<file path="config.mk">
export PLATFORM = sky130hd
export DESIGN_NAME = pfb_sequencer
export DESIGN_NICKNAME = d
export VERILOG_FILES = /design/src/rtl/pfb_sequencer.sv
export SDC_FILE = /design/constraint.sdc
export NUM_CORES = 1
export LEC_CHECK = 0
export CAP_MARGIN = 10
export CORE_ASPECT_RATIO = 0.6
export CORE_UTILIZATION = 45
export DETAILED_ROUTE_END_ITERATION = 16
export GPL_ROUTABILITY_DRIVEN = 0
export HOLD_SLACK_MARGIN = 0.12
export PLACE_DENSITY = 0.76
export SLEW_MARGIN = 10
export SYNTH_ARGS = -nofsm -noshare
export SYNTH_HDL_FRONTEND = slang
export SYNTH_SLANG_ARGS = --single-unit
</file>
<file path="constraint.sdc">
create_clock -name clk -period 4.8 [get_ports clk]
set_input_delay 0.48 -clock clk [delete_from_list [all_inputs] [get_ports clk]]
set_output_delay 0.48 -clock clk [all_outputs]
set_load 0.02 [all_outputs]
</file>
<file path="src/rtl/pfb_sequencer.sv">
// Frame pacer for the oversampled PFB PE chain: D new-sample cycles then M-D loop-buffer
// cycles per frame, with fill tracking and phase-rotation index. Optional: PFB_SEQ_STATS_EN.
module pfb_sequencer #(
  parameter int WIDTH   = 16,
  parameter int FFT_LEN = 32,
  parameter int DEC_FAC = 24,
  parameter int LATENCY = 256
) (
  input  logic                       clk,
  input  logic                       rst,
  input  logic                       start,
  input  logic                       stop,
  input  logic                       s_tvalid,
  input  logic signed [WIDTH-1:0]    s_tdata,
  output logic                       s_tready,
  input  logic                       dn_ready,
  output logic                       dp_en,
  output logic                       dp_vin,
  output logic signed [WIDTH-1:0]    dp_din,
  output logic                       out_valid,
  output logic                       out_last,
  output logic [$clog2(FFT_LEN)-1:0] shift_idx,
  output logic                       busy
`ifdef PFB_SEQ_STATS_EN
  ,
  output logic [31:0]                stall_cnt,
  output logic [31:0]                frame_cnt
`endif
);

  localparam int CW = $clog2(FFT_LEN);
  localparam int FW = (LATENCY < 1) ? 1 : $clog2(LATENCY + 1);
  localparam logic [CW:0]   D_W   = (CW+1)'(DEC_FAC);
  localparam logic [CW:0]   M_W   = (CW+1)'(FFT_LEN);
  localparam logic [CW-1:0] LAST  = CW'(FFT_LEN - 1);
  localparam logic [FW-1:0] LAT_W = FW'(LATENCY);

  typedef enum logic [1:0] {IDLE, FILL, RUN} state_t;
  state_t state, state_nxt;

  logic [CW-1:0] cyc;
  logic [FW-1:0] fill_ctr;
  logic          stop_pend;
  logic          new_cyc, step, filled, frame_end;
  logic [CW:0]   shift_sum;

  assign busy      = (state != IDLE);
  assign new_cyc   = ({1'b0, cyc} < D_W);
  assign filled    = (fill_ctr == LAT_W);
  assign s_tready  = busy && new_cyc && dn_ready;
  // Reuse cycles advance without input; new-sample cycles wait for s_tvalid.
  assign step      = busy && dn_ready && (!new_cyc || s_tvalid);
  assign frame_end = step && (cyc == LAST);
  assign shift_sum = {1'b0, shift_idx} + D_W;

  always_comb begin
    state_nxt = state;
    case (state)
      IDLE:    if (start) state_nxt = FILL;
      FILL:    if (filled) state_nxt = RUN;
      default: state_nxt = state;
    endcase
    if (busy && frame_end && stop_pend) state_nxt = IDLE;
  end

  always_ff @(posedge clk) begin
    if (rst) begin
      state     <= IDLE;
      cyc       <= '0;
      fill_ctr  <= '0;
      stop_pend <= 1'b0;
      shift_idx <= '0;
      dp_en     <= 1'b0;
      dp_vin    <= 1'b0;
      dp_din    <= '0;
      out_valid <= 1'b0;
      out_last  <= 1'b0;
    end else begin
      state     <= state_nxt;
      dp_en     <= step;
      dp_vin    <= step && new_cyc;
      out_valid <= step && filled;
      out_last  <= frame_end && filled;
      if (s_tvalid && s_tready) dp_din <= s_tdata;
      if (!busy) begin
        if (start) begin
          cyc       <= '0;
          fill_ctr  <= '0;
          shift_idx <= '0;
          stop_pend <= 1'b0;
        end
      end else begin
        if (stop) stop_pend <= 1'b1;
        if (step) begin
          cyc <= (cyc == LAST) ? '0 : cyc + 1'b1;
          if (!filled) fill_ctr <= fill_ctr + 1'b1;
          // Rotation advances by D per output frame, modulo M.
          if (frame_end && filled)
            shift_idx <= (shift_sum >= M_W) ? CW'(shift_sum - M_W) : CW'(shift_sum);
        end
      end
    end
  end

`ifdef PFB_SEQ_STATS_EN
  always_ff @(posedge clk) begin
    if (rst || (!busy && start)) begin
      stall_cnt <= '0;
      frame_cnt <= '0;
    end else begin
      if (busy && !step) stall_cnt <= stall_cnt + 32'd1;
      if (frame_end && filled) frame_cnt <= frame_cnt + 32'd1;
    end
  end
`endif

endmodule

</file>
==> impl_results.md <==
* Status: finished, final reports clean
* WL/cell at 13.1 um
* Root Buffer: clkbuf_8
* Final critical-path share of the clock period at 0.535
* Most used DFF post-synth: dfxtp_1
* Post-layout nets at between 200 and 300
* Sequential power share at 0.454
* Worst-Margin Slew at 0.710 ns
* Storage cell area at 781 sq um
* Worst VDD drop at 0.221 mV
* Yosys cell types at 44
* Fillers at approximately 310
* Crit path DAT at between 2 and 2.5 ns
* DRT iter0 DRCs at 70
* Cells on worst reg2reg path at 7
* Hold bufs inserted after CTS at 0
* Fin Setup TNS at 0 ns
* Num CTS Buffers at 5
* Post-DP Area at 0.00217 sq mm
* Final Power at roughly 0.73 mW
* Vias in the first global route at ~1400
* Fin cells at around 290
* PostCTS Resize Cnt at 0
* Routed via count at about 1600
* Crit path launch: dn_ready
* Layout cell share with drive strength beyond 1 at 0.0813
* Total global-route track usage at 0.211
* Die area at between 0.004 and 0.005 sq mm
* Pint at around 0.57 mW
* Worst rel slew slack at 0.526
* Initial Util at 0.496
* HP Class: reg2reg
* Hold depth at 2
* Worst-path clk slew at ~0.080 ns
* Die Width at around 82 um
* Largest net degree at the start of global routing at 23
* Mapped Cells at around 200
* Setup ws final at about 2.2 ns
* Hold Crit Start: dp_din[15]$_SDFFE_PP0P_
* Routed vias/inst at between 5 and 6
* Worst hold margin at ~0.46 ns
* Clk_lat worst skew at around 0.30 ns
* YS warnings at 0
* Slew Viols, Final at 0
* Final ANT Viol Nets at 0
* Detailed Route WL at roughly 3.8 mm
* Worst setup path class: in2out
* Diode count at 0
* Buffers on Ports at 45
* F_max at slightly below 0.4 GHz
* Longest Clk Path Bufs at 2
* Post-DP HPWL at 2.80 mm
* Io pins at 49
* Max cap viols at 0
* RSZ-0062 raised after global routing: no
* Total gr overflow at 0
* Cell Pwr Density at approximately 320 mW/mm^2
* Worst r2r src: cyc[0]$_SDFFE_PP0P_
* Synthesized area per cell at ~8.5 sq um
* DIE HEIGHT at a little under 50 um
* Clock share of power at 0.449
* First-pass GRT wire length at roughly 6.4 mm
* Crit end category: primary output
* NetSw at between 0.15 and 0.2 mW
* Static leakage at slightly above 0.8 nW
* Area Growth Syn to Fin at 35.3%
* Startpoint types: input port
* Initial antenna violation count at 0
* Multi-input gate area at roughly 860 sq um
* Clock Sinks at 39
* Final instance area at roughly 0.0023 sq mm
* Drt pass-1 iters at 4
* EDFF count, synth at 0
* # placed instances at 283
* Fin crit period at 2.57 ns
* Post-CTS setup buffer count at 0
* Final Skew at ~0.012 ns
* Final number of setup-violating endpoints at 0
* Crit-path max FO at 5
* H-tree Lvls at 2
* Seq/Total Area, Yosys at 0.457
* Core Region at 0.00344 sq mm
* Worst slack, placed at 2.24 ns
* Required time of the worst setup path at ~4.3 ns
* Synthesized cell area at 0.00171 sq mm
* Site Rows at 16
* CTS tree: done
* Final Util at 0.671
* Combinational share of power at 0.096
* DRC errors left at 0
* Async SR Flop Fraction at 0
* Fraction of power spent switching nets at 0.223
* Hold Fails Final Rpt at 0
* Yosys reg bits at 39
synth_stat cells (3+ instances only):
cell type	instances	area share
a31oi_1	6	0.022
a21oi_1	25	0.073
inv_1	3	0.0066
nand4_1	3	0.011
nand2_1	40	0.088
nand3b_1	3	0.013
and3_1	5	0.018
ha_1	4	0.029
buf_4	3	0.013
nand3_1	13	0.038
o21ai_0	3	0.0088
clkbuf_1	6	0.013
nor2_1	9	0.020
nor3_1	3	0.0088
dfxtp_1	39	0.46
sequential cells by signal, indices dropped and copies added (netlist names):
name	count
dp_din	16
stop_pend	1
out_last	1
dp_en	1
state	2
cyc	5
shift_idx	2
fill_ctr	9
out_valid	1
dp_vin	1
placed cells by master, fill, tap and decap left out, drive strengths merged, types with 2 or more instances in the layout:
cell            n
and3            6
a32o            2
nor3b           2
conb            3
bufinv          2
o21ai           3
ha              4
nand3          13
nand4           4
nand2b          2
nor4            2
inv             3
nor3            3
or2             2
dfxtp          39
nand3b          3
o32ai           2
mux2            2
nor2           10
clkbuf          5
a21oi          25
clkdlybuf4s50  45
nand2          40
a31oi           6
kinds of logic after synthesis:
family,synth area share
other,0.00220
buffers and inverters,0.0410
DFF,0.457
AOI/OAI and AO/OA,0.173
and+or+nand+nor,0.279
adders and majority gates,0.0293
xor gates and xnor gates,0.00513
muxes,0.0132
critical path: stages:
cell and delay (ns):
clkdlybuf4s50_1 0.54, o21ai_0 0.25, a21oi_1 0.19, clkdlybuf4s50_1 0.62
area by class of cell:
cell class	count	area share
flip-flops and latches	39	0.338
repair buffers	46	0.198
inverters	4	0.00650
multi-input cells	149	0.374
well taps	45	0.0244
clock buffers	5	0.0298
clock inverters	3	0.0292
final timing paths:
path                                                  end  slack, ns
worst min register to register    dp_din[15]$_SDFFE_PP0P_       0.46
worst min-delay path              dp_din[15]$_SDFFE_PP0P_       0.46
worst max-delay path                             s_tready       2.23
worst max register to register  shift_idx[4]$_SDFFE_PP0P_       2.79
power groups by stage:
stage                     Combinational [mW]  Sequential [mW]  Clock, mW
after global placement                0.0706            0.340          0
after floorplan                       0.0326            0.345          0
after global routing                  0.0768            0.333      0.350
after CTS                             0.0710            0.332      0.337
after detailed placement              0.0706            0.340          0
final                                 0.0706            0.332      0.329
routing by layer:
layer	routed length, um	GRT usage	vias to the layer above
li1	-	-	796
met1	2070	0.314	712
met2	1450	0.275	45
met3	256	0.0741	5
met4	49	0.0714	0
met5	0	0	-
(Power assumes the default switching activity.)
==> variant (config.mk and constraints unchanged) <==
Add a define of `PFB_SEQ_STATS_EN`.
--- a/src/rtl/pfb_sequencer.sv
+++ b/src/rtl/pfb_sequencer.sv
@@ -2,2 +2,4 @@
 // cycles per frame, with fill tracking and phase-rotation index. Optional: PFB_SEQ_STATS_EN.
+`define PFB_SEQ_STATS_EN
+
 module pfb_sequencer #(
Check against the original RTL (old outputs only; new: frame_cnt and stall_cnt): equivalent (equiv_simple and equiv_induct, registers matched by name and starting in step).
==> variant against the unedited design <==
- core utilization is 5.4 points lower
- synthesized area grew to 2.7 times the old value
- die area grew to 2.6 times the old value
- cell area grew to 2.6 times the old value
- sequential cell count is 64 higher
- total power is 140% higher
- sequential power grew to 2.6 times the old value
- routed wire length grew to 3.2 times the old value
- first-iteration DRC count grew to 4.3 times the old value
- sequential share of layout area hardly changed
- non-clock buffer count is 67 higher
- setup slack worse by 0.21 ns
==> variant: results (changes against the unedited design) <==
Routing
  – Drt first pass iters: 5 (was 4)
  – Routed WL: 12.05 mm (was 3.825 mm)
  – Vias per std cell: 5.518 (was 5.354)

CTS
  – H-tree depth: 3 (was 2)
  – Cts bufs inserted: 9 (was 5)
  – Worst skew pair latency: 0.35 ns (was 0.30 ns)

Placement
  – DP Worst Slack: 1.723 ns (was 2.244 ns)
  – PortBufs: 109 (was 45)
  – Placement Cell Area: 5776 um2 (was 2175 um2)

Timing
  – Slew Limit Headroom: 0.4962 (was 0.5256)
  – Clock Skews: 0.006436 ns (was 0.01159 ns)

Critical path
  – CP delay by family, top: simple AND/OR/NAND/NOR gates (was buffers and inverters)
  – CP arrival: 3.05 ns (was 2.09 ns)
  – CP max-delay cell: or4b_2 (was clkdlybuf4s50_1)
  – Crit path max fanout: 9 (was 5)

Power
  – Max VDD drop: 0.0001908 V (was 0.0002210 V)
  – Internal Pwr Total: 1.354 mW (was 0.5689 mW)
  – Clk power: 0.792 mW (was 0.329 mW)

Yosys
  – Post-Synth Adder-Cell Area: 0.01634 (was 0.02930)
  – Mux cell area share after synthesis: 0.006534 (was 0.01319)
  – Avg Inst Size Synth: 8.295 um2 (was 8.497 um2)
  – Largest cells by area after synthesis: dfxtp_1 (45%), nor2_1 (5.9%), a21oi_1 (5.7%), nand2_1 (5.4%), xor2_1 (4.8%) (was dfxtp_1 (46%), nand2_1 (8.8%), a21oi_1 (7.3%), nand3_1 (3.8%), ha_1 (2.9%))
  – Register area share after synthesis: 0.4487 (was 0.4571)
  – Unique cell type count in the Yosys netlist: 47 (was 44)
  – Xor/xnor share of the synthesized area: 0.08767 (was 0.005128)

Final layout
  – Filler cell count: 833 (was 311)
  – Final nets: 683 (was 271)
  – Largest regs: frame_cnt: 32 flops, stall_cnt: 32 flops, dp_din: 16 flops (was dp_din: 16 flops, fill_ctr: 9 flops, cyc: 5 flops)
  – Layout cells sized above 1: 0.04545 (was 0.08130)

Global route
  – Vias in the first global route: 4031 (was 1367)
  – First-pass GRT wire length: 19.46 mm (was 6.417 mm)
  – Largest net degree at the start of global routing: 49 (was 23)
  – Total track usage: 0.2310 (was 0.2115)

Outcome
  – Status: finished, final reports clean (unchanged)

Hold path
  – Worst min path class: flop to flop (unchanged)
==> variant: cell types whose count changed in the layout (fill, tap and decap cells not counted), moves of 12 or more <==
cell	unedited run	this run
a21oi_1	25	52
clkdlybuf4s50_1	45	109
dfxtp_1	39	103
nand2_1	40	66
nand4_1	3	28
nor2_1	9	72
nor3_1	3	15
o21ai_0	3	23
or3_1	0	19
xnor2_1	1	21
xor2_1	0	25
==> variant: path summary, 6_finish.rpt <==
| kind | from | endpoint | slack [ns] | depth (start not counted) |
|---|---|---|---|---|
| worst min-delay path | dp_din[8] | dp_din[8] | 0.46 | 2 |
| worst min register to register | dp_din[8] | dp_din[8] | 0.46 | 2 |
| worst max register to register | cyc[0] | frame_cnt[31] | 2.02 | 8 |
| worst max-delay path | cyc[0] | frame_cnt[31] | 2.02 | 8 |
==> variant: layout make-up <==
class | instances | area, um2 | share of cell area
Clock buffer | 9 | 225.2 | 0.03694
Clock inverter | 7 | 96.34 | 0.01580
Inverter | 13 | 48.80 | 0.008003
Multi-Input combinational cell | 415 | 2375 | 0.3895
Sequential cell | 103 | 2062 | 0.3382
Tap cell | 135 | 168.9 | 0.02770
Timing Repair Buffer | 113 | 1121 | 0.1839
==> variant: cells by family (layout without fill, tap and decap cells) <==
kind of cell / count (synthesis) / count (layout)
AOI/OAI and AO/OA: 90 / 90
xor gates and xnor gates: 46 / 46
adders and majority gates: 6 / 6
buffers and inverters: 38 / 142
DFF: 103 / 103
muxes: 3 / 3
other: 1 / 3
and+or+nand+nor: 267 / 267
==> variant: metal layers <==
| layer | routed length, um | GRT usage | vias up |
|---|---|---|---|
| met1 | 5581 | 0.3048 | 2072 |
| met2 | 5399 | 0.3679 | 166 |
| met3 | 920 | 0.06566 | 14 |
| li1 | - | - | 2135 |
| met4 | 148 | 0.06667 | 0 |
| met5 | 0 | 0 | - |
